### src/rtl/alu_sequencer.sv
// Issue/writeback control stage around a combinational 4-bit ALU.
// Two-cycle initiation interval: accept in IDLE, retire at the end of EXEC.
module alu_sequencer #(
   parameter int DW = 4
) (
   input  logic          clk,
   input  logic          rst_n,
   input  logic          in_valid,
   input  logic [11:0]   in_instr,
   output logic          in_ready,
   output logic [DW-1:0] alu_a,
   output logic [DW-1:0] alu_b,
   output logic [3:0]    alu_op,
   output logic          alu_cin,
   input  logic [DW-1:0] alu_res,
   input  logic          alu_cout,
   input  logic          alu_of,
   input  logic          alu_zero,
   output logic          done,
   output logic          flag_c,
   output logic          flag_v,
   output logic          flag_z,
   output logic          err,
   input  logic [1:0]    dbg_sel,
   output logic [DW-1:0] dbg_data
);

   typedef enum logic {
      S_IDLE,
      S_EXEC
   } state_t;

   typedef enum logic [1:0] {
      C_ALU,
      C_LDI,
      C_NOP,
      C_ILL
   } cls_t;

   state_t        state_q;
   cls_t          in_cls;
   cls_t          cls_q;
   logic [1:0]    rd_q;
   logic [DW-1:0] imm_q;
   logic [DW-1:0] alu_a_q;
   logic [DW-1:0] alu_b_q;
   logic [3:0]    alu_op_q;
   logic [DW-1:0] regs_q [4];
   logic          flag_c_q;
   logic          flag_v_q;
   logic          flag_z_q;
   logic          err_q;
   logic          done_q;

   logic [3:0]    in_opc;
   logic [1:0]    in_rd;
   logic [1:0]    in_ra;
   logic [1:0]    in_rb;
   logic [DW-1:0] in_imm;

   assign in_opc = in_instr[11:8];
   assign in_rd  = in_instr[7:6];
   assign in_ra  = in_instr[5:4];
   assign in_rb  = in_instr[3:2];
   assign in_imm = in_instr[DW-1:0];

   always_comb begin
      in_cls = C_ILL;
      unique case (1'b1)
         (in_opc[3] == 1'b0): in_cls = C_ALU;
         (in_opc == 4'h8):    in_cls = C_LDI;
         (in_opc == 4'h9):    in_cls = C_NOP;
         default:             in_cls = C_ILL;
      endcase
   end

   always_ff @(posedge clk or negedge rst_n) begin
      if (!rst_n) begin
         state_q  <= S_IDLE;
         cls_q    <= C_NOP;
         rd_q     <= '0;
         imm_q    <= '0;
         alu_a_q  <= '0;
         alu_b_q  <= '0;
         alu_op_q <= '0;
         flag_c_q <= 1'b0;
         flag_v_q <= 1'b0;
         flag_z_q <= 1'b0;
         err_q    <= 1'b0;
         done_q   <= 1'b0;
         for (int i = 0; i < 4; i++) begin
            regs_q[i] <= '0;
         end
      end else begin
         done_q <= 1'b0;
         unique case (state_q)
            S_IDLE: begin
               if (in_valid) begin
                  cls_q   <= in_cls;
                  rd_q    <= in_rd;
                  imm_q   <= in_imm;
                  state_q <= S_EXEC;
                  // Operands are captured here, so rd may alias ra/rb.
                  if (in_cls == C_ALU) begin
                     alu_a_q  <= regs_q[in_ra];
                     alu_b_q  <= regs_q[in_rb];
                     alu_op_q <= in_opc;
                  end
               end
            end
            S_EXEC: begin
               unique case (cls_q)
                  C_ALU: begin
                     regs_q[rd_q] <= alu_res;
                     flag_c_q     <= alu_cout;
                     flag_v_q     <= alu_of;
                     flag_z_q     <= alu_zero;
                  end
                  C_LDI: regs_q[rd_q] <= imm_q;
                  C_NOP: ;
                  C_ILL: err_q <= 1'b1;
               endcase
               done_q  <= 1'b1;
               state_q <= S_IDLE;
            end
         endcase
      end
   end

   assign in_ready = (state_q == S_IDLE);
   assign alu_a    = alu_a_q;
   assign alu_b    = alu_b_q;
   assign alu_op   = alu_op_q;
   assign alu_cin  = flag_c_q;
   assign done     = done_q;
   assign flag_c   = flag_c_q;
   assign flag_v   = flag_v_q;
   assign flag_z   = flag_z_q;
   assign err      = err_q;
   assign dbg_data = regs_q[dbg_sel];

endmodule

### config.mk
export PLATFORM = sky130hd
export DESIGN_NAME = alu_sequencer
export DESIGN_NICKNAME = d
export VERILOG_FILES = /design/src/rtl/alu_sequencer.sv
export SDC_FILE = /design/constraint.sdc
export NUM_CORES = 1
export LEC_CHECK = 0
export CORE_ASPECT_RATIO = 1.75
export CORE_UTILIZATION = 33
export CTS_CLUSTER_SIZE = 14
export DETAILED_ROUTE_END_ITERATION = 6
export SYNTH_ARGS = -nofsm -noshare
export SYNTH_HDL_FRONTEND = slang
export SYNTH_SLANG_ARGS = --single-unit
### constraint.sdc
create_clock -name clk -period 1.65 [get_ports clk]
set_input_delay 0.33 -clock clk [delete_from_list [all_inputs] [get_ports clk]]
set_output_delay 0.33 -clock clk [all_outputs]
set_load 0.02 [all_outputs]
# Word-level counts from Yosys, hierarchy flattened
# Cells that the tools add are included.
# classes
n_lt_le_gt_ge	5
eq_ne	4
mux	18
bitwise	6
n_reduce_logical	9
# ops
op	n
16-bit bitwise mux	2
16-bit case mux with 2 select lines	1
4-bit 2-to-1 mux	7
4-bit binary-select mux with 2-bit select	3
3-bit greater-or-equal comparator (second input constant)	4
2-bit NOT with 3-bit output	4
4-bit demux with 2-bit select	1
4-bit equality test (second input constant)	2
2-bit AND reduction	4
2-bit case mux with 3 select lines	1
2-bit zero test	2
3-bit by 1-bit less-than comparator with 1-bit output (second input constant)	1
3-bit AND reduction	1
2-bit by 1-bit equality test with 1-bit output (second input constant)	1
2-bit equality test (second input constant)	1
1-bit 2-to-1 mux	2
1-bit NOT	2
1-bit case mux with 2 select lines	1
2-bit nonzero test	1
1-bit logical AND	1
# word_totals
register_bits	42
inputBits	24
out_inout_bits	23
wordCells	58

# Longest topological paths before layout
# Gate-level depths: netlist of run 1.
# logic_depth
ltp_word	7
ltp_mapped	6
mapped_depth_nobuf	4

# Least setup slack after synthesis of run 1
# Ideal clock, no wire load.
# synth_timing
kind	reg2reg
startpoint	register cls_q[1]
endpoint	register regs_q[1] (netlist bit)
setup_time_ps	134
arrival_time_ps	1293
required_ps	1516
path_slack_ps	223
stages_incl_launch_ff	6
n_path_buf	2
period_less_slack_ps	1427
path_cell_list	dfstp_2 buf_2 nand2b_1 clkbuf_2 mux2i_1 o21ai_0
# synth_between
elab_chain_cells	3
word_cells_on_any_way	5
cone_classes	eq/ne (1); mux (1); reduce/logical (3)
# synth_rtl
item	line_no	text
start: declaration	42	cls_t cls_q;
start signal: assignment	99	cls_q <= in_cls;
2-bit by 1-bit equality test with 1-bit output or 2-bit zero test (tied branches)	112	unique case (cls_q)
2-bit nonzero test (no line)	-	
2-bit AND reduction (no line)	-	
end signal: indexed assignment	114	regs_q[rd_q] <= alu_res;
end signal: indexed assignment	119	C_LDI: regs_q[rd_q] <= imm_q;
end: declaration	48	logic [DW-1:0] regs_q [4];
# Several ways; a longest one is shown, not always the timed one.
# A chain may end at the register's enable or synchronous reset.

# Worst setup path in the final report of run 1
# layout_timing
startpoint	register regs_q[3] (netlist bit)
endpoint	output dbg_data[3]
# layout_between
elab_chain_cells	3
# layout_rtl
item	line_no	text
4-bit binary-select mux with 2-bit select	140	assign dbg_data = regs_q[dbg_sel];
4-bit 2-to-1 mux (implied by the code) (2 in a row)	140	
end: declaration	25	output logic [DW-1:0] dbg_data
# Every way passes these cells. The select of a mux whose other input is x is not followed.

==> impl_metrics.tcl, run 1 <==
set metrics [dict create \
    globalRouteMet1Util_pct 18.4 \
    placed_area_um2 2700 \
    final_cell_mix "dfrtp_1, clkdlybuf4s50_1, nand2_1, buf_4" \
    p_per_area_nw_per_um2 1460 \
    clock_latency_ps 290 \
    slew_headroom_pct 71.1 \
    dp.cells 292 \
    wirelength_um 4240 \
    tritoncts "yes" \
    cts_max_path_buffers 2 \
    cts_sinks 42 \
    clkTransAtPathRegs_ps 80 \
    crit_path_end_kind "output pin" \
    final_max_slew_viol_count 0 \
    yosysTopAreaCell "dfrtp_1" \
    avgSynthCellArea_um2 13.2 \
    ys_types 28 \
    status "completed" \
    final_layout_size_suffix_gt1_share_pct 33.3 \
    dr_total_vias 1397 \
    ys.flop_type "dfrtp_1" \
    ys_ff_latch 42 \
    final_common_cell "dfrtp_1" \
    worst_slew_pin_slew_ps 431 \
    top_usage_layer "met2" \
    crit_arrival_ps 1300 \
    dp_hpwl_um 3340 \
    startpoint_type "register" \
    cts_inserted_buffers 5 \
    drt-vias-per-instance 4.64 \
    max_cap_violations 0 \
    die_area_um2 6280 \
    finalClockSkew_ps 5.40 \
    grt_setup_unrepaired "yes" \
    final_area_um2 2810 \
    globalRouteOverflowTotal 0 \
    final_cells 301 \
    port_buffers 46 \
    synthToLayoutAreaGrowth_pct 43.2 \
    ios 47 \
    syn_inst 149 \
    synth_area_leaders "dfrtp_1, mux4_2, mux2_4, nand2_1, a21oi_1" \
    yosys_warnings 0 \
    multiInputGateArea_um2 840 \
    critPathMaxFanout 2 \
    yosysSeqAreaShare_pct 53.5 \
    nets 248 \
    hold_class "reg2reg" \
    finish.utilization_pct 49.6 \
    antenna_found_initial 0 \
    period_needed_ps 1630 \
    async_flop_share_pct 100 \
    rrSetupSlack_ps 180 \
    grt_max_degree 27 \
    rows 36 \
    crit_type "reg2out" \
    core_area_um2 5680 \
    met3_usage_pct 2.99 \
    fmax_mhz 612 \
    nFillCells 553 \
    syn_area_um2 1970 \
    final.setup.tns_ps 0 \
    initial_core_util_pct 34.6 \
    cp.required_ps 1320 \
    cts_setup_buffers 0 \
    syn_nets 173 \
    drc 0 \
    synth_top_area_share_pct 52.2 \
    avgRoutedWirePerCell_um 14.1 \
    gr-usage-all-layers_pct 15.6 \
    grt_pass1_wl_um 7210 \
    vdd_drop_max_v 0.000623 \
    drtIter0Drc 23 \
    p_leak_uw 0.00125 \
    synth-edff-count 0 \
    final_antenna_net_count 0 \
    die_y_um 104 \
    dr.pass1.iters 4 \
    cts_root_buf "clkbuf_8" \
    met2_usage_pct 27.6 \
    period_share_pct 99.1 \
    hold_viol_final 0 \
    seq_area_um2 1050 \
    gp_congestion 0.794 \
    die_width_um 60.3 \
    setup_viol 0 \
    grt_pass1_vias 1438 \
    cts.htree.levels 2 \
    n_antenna_cell 0 \
]
sequential cells by signal, summed over array words and instances (netlist names), 2 cells and up:
signal / flops
regs_q: 16
alu_a: 4
alu_b: 4
alu_op: 4
imm_q: 4
cls_q: 2
rd_q: 2
metal layers:
layer  routed length [um]  up-vias
li1                     -      677
met1                 1640      686
met2                 2450       29
met3                  105        5
met4                   51        0
met5                    0        -
worst max-delay path: stages (launching register included):
cell and delay [ps]:
dfrtp_1 390, mux4_2 480, buf_6 150
final timing paths:
check | start | to | cells after the start
worst min register to register | state_q | done | 0
worst max register to register | cls_q[1] | regs_q[1] | 3
min in group asynchronous | rst_n | alu_a[2] | 2
worst min-delay path | state_q | done | 0
worst max-delay path | regs_q[3] | dbg_data[3] | 2
max in group asynchronous | rst_n | cls_q[1] | 3
cells by family (layout without fill, tap and decap cells):
family,Yosys count,count (layout),share of synthesized area (%)
and+or+nand+nor,47,47,11.8
DFF,42,42,53.5
AOI/OAI and AO/OA,19,19,5.35
muxes,30,30,25.5
buffers and inverters,11,87,3.76
area by class of cell:
cell class                 instances  share of cell area (%)
clock buffer                       6                    2.93
clock inverter                     2                   0.445
inverter                           3                   0.667
multi-input combinational         96                    29.8
sequential                        42                    37.4
tap                               76                    3.38
timing repair buffer              76                    25.3
cell usage after synthesis, types with 2 or more instances:
| cell | n |
|---|---|
| a21oi_1 | 12 |
| buf_2 | 4 |
| buf_6 | 2 |
| dfrtp_1 | 41 |
| inv_1 | 2 |
| mux2_2 | 5 |
| mux2_4 | 9 |
| mux2i_1 | 4 |
| mux4_2 | 12 |
| nand2_1 | 25 |
| nor2_1 | 12 |
| nor4bb_1 | 2 |
| o21ai_0 | 4 |
what timing repair did:
action | 4_1_cts | 5_1_grt
pin swaps | 0 | 0
setup endpoints to repair | 5 | 4
resized for setup | 28 | 3
hold buffers | 1 | 0
gates cloned | 0 | 0
endpoints found under the hold margin | 16 | 0
power breakdown:
| part | switching [uW] | internal [uW] | total, uW |
|---|---|---|---|
| logic | 742 | 1100 | 1840 |
| clock network | 349 | 336 | 685 |
| registers | 201 | 1380 | 1580 |
| total | 1290 | 2810 | 4110 |
through the flow:
step | setup WS, ps | hold slack (ps) | total power (uW)
floorplan | 223 | 34.4 | 2530
global placement | -675 | 287 | 3400
detailed placement | -673 | 288 | 3430
CTS | 2.69 | 430 | 4150
global route | -30.9 | 449 | 4370
finish | 15.3 | 429 | 4110
No activity file was read; power rests on OpenSTA's default activity.
==> inputs of run 2 (changes only) <==
- clock period: 1.65 -> 2.1 ns (I/O delays scaled with it)
==> run 2 against run 1 <==
Worst hold slack lost 360 ps. Critical path depth rose by 1. Clock skew is 1.2 ps lower. Die area unchanged.
==> impl_metrics.tcl, run 2 (same netlist as run 1, synthesis figures left out) <==
set metrics [dict create \
    status "completed" \
    final_cell_mix "dfrtp_1, clkdlybuf4s50_1, nand2_1" \
    drc 0 \
    dp_slack_ps -413 \
    max_cap_violations 0 \
    final_max_slew_viol_count 0 \
    final_common_cell "dfrtp_1" \
    power.net_switching_uw 968 \
    p_leak_uw 0.00116 \
    finalClockSkew_ps 4.21 \
    largest_reg_flops 16 \
    p_clk_share_pct 24.2 \
    crit_path_end_kind "output pin" \
    p_sw_share_pct 29.9 \
    met3_usage_pct 2.74 \
    p_per_area_nw_per_um2 1210 \
    final_cells 277 \
    n_antenna_cell 0 \
    cts_sinks 42 \
    drt-vias-per-instance 4.75 \
    dr.pass1.iters 3 \
    die_y_um 104 \
    cts.htree.levels 2 \
    cts_max_path_buffers 2 \
    slew_headroom_pct 68.5 \
    antenna_found_initial 0 \
    reg2reg_from "cls_q[1]" \
    clkTransAtPathRegs_ps 80 \
    clock_latency_ps 290 \
    critPathMaxFanout 4 \
    nets 224 \
    internal-power_uw 2270 \
    ios 47 \
    drtIter0Drc 14 \
    period_share_pct 91.6 \
    port_buffers 46 \
    crit_type "in2out" \
    postCtsHoldBufs 0 \
    layout_setup_ws_ps 176 \
    multiInputGateArea_um2 840 \
    worst_slew_pin_slew_ps 469 \
    regMostFlops "regs_q" \
    grt_pass1_vias 1450 \
    hold_class "in2async" \
    die_width_um 60.3 \
    crit_start "dbg_sel[1]" \
    max_stage_delay_ps 590 \
    globalRouteMet1Util_pct 16.4 \
    nFillCells 540 \
    finish.utilization_pct 47.1 \
    dp_hpwl_um 3140 \
    wirelength_um 3950 \
    gr-usage-all-layers_pct 14.6 \
    gp_congestion 0.776 \
    cp.required_ps 1680 \
    crit_chain "clkdlybuf4s50_1 -> mux4_2 -> buf_6" \
    startpoint_type "primary input" \
    grt_max_degree 25 \
    p_seq_share_pct 40.3 \
    met2_usage_pct 26.0 \
    tritoncts "yes" \
    rows 36 \
    initial_core_util_pct 34.6 \
    period_needed_ps 1920 \
    p_comb_share_pct 35.5 \
    seq_area_um2 1050 \
    top_usage_layer "met2" \
    crit_path_top_delay_cell "clkdlybuf4s50_1" \
    fmax_mhz 520 \
    cts_root_buf "clkbuf_8" \
    hold_viol_final 0 \
    grt_pass1_wl_um 6830 \
    vdd_drop_max_v 0.000554 \
    core_area_um2 5680 \
    setup_viol 0 \
    die_area_um2 6280 \
    dp.cells 269 \
    dr_total_vias 1315 \
    globalRouteOverflowTotal 0 \
    final_antenna_net_count 0 \
    avgRoutedWirePerCell_um 14.2 \
    cts_inserted_buffers 5 \
    grt_setup_unrepaired "no" \
    synthToLayoutAreaGrowth_pct 36.1 \
    crit_arrival_ps 1500 \
    final_layout_size_suffix_gt1_share_pct 25.4 \
]
==> run 2: changes by cell type in the layout (fill, tap and decap cells not counted) <==
cell,previous run,this run
clkinv_2,1,0
clkbuf_2,1,0
buf_2,1,2
dlygate4sd2_1,2,1
buf_6,6,4
clkinvlp_4,1,0
buf_4,25,3
clkdlybuf4s50_1,38,40
dlygate4sd3_1,1,0
bufinv_16,0,2
==> run 2: what timing repair did <==
action / 4_1_cts / 5_1_grt
hold endpoints to repair: 0 / 0
setup endpoints to repair: 4 / 0
buffers inserted: 0 / 0
resized for setup: 24 / 0
==> run 2: layer usage <==
| layer | part of all wire, % | wire length [um] |
|---|---|---|
| met5 | 0 | 0 |
| met4 | 1.4 | 54 |
| met3 | 3.0 | 119 |
| met2 | 58 | 2300 |
| met1 | 37 | 1480 |
==> run 2: final timing paths <==
kind                       slack, ps          end  cells past startpoint
max reg2reg                      540    regs_q[2]                      3
max                              180  dbg_data[1]                      3
min in group clk                 480     imm_q[1]                      2
min reg2reg                      480     imm_q[1]                      2
max in group asynchronous       1550     alu_b[1]                      2
min                               70     imm_q[0]                      1
==> run 2: critical path: cells and delay by family <==
family | cells | cell delay, ps
multiplexers | 1 | 350
buffers and inverters | 2 | 740
==> run 2: layout make-up <==
type	count	share of cell area [%]
repair buffers	52	19.7
clock buffers	6	3.09
well taps	76	3.55
inverters	3	0.702
multi-input cells	96	31.4
clock inverters	2	2.25
flip-flops and latches	42	39.3
==> run 2: power by group through the flow <==
stage / clock [uW] / sequential, uW / combinational (uW)
5_1_grt: 836 / 1350 / 1240
3_3_place_gp: 0 / 1320 / 1140
4_1_cts: 809 / 1310 / 1160
6_report: 782 / 1300 / 1150
2_1_floorplan: 0 / 1390 / 594
3_5_place_dp: 0 / 1320 / 1160
==> run 2: per-stage QoR <==
step	total power, uW	TNS (ps)	hold slack [ps]	area, um^2
final	3230	0	70.7	2680
after CTS	3280	0	74.3	2680
after detailed placement	2480	-1630	396	2530
after global routing	3430	0	100	2680
after floorplan	1990	0	124	1970
after global placement	2460	-1610	397	2530
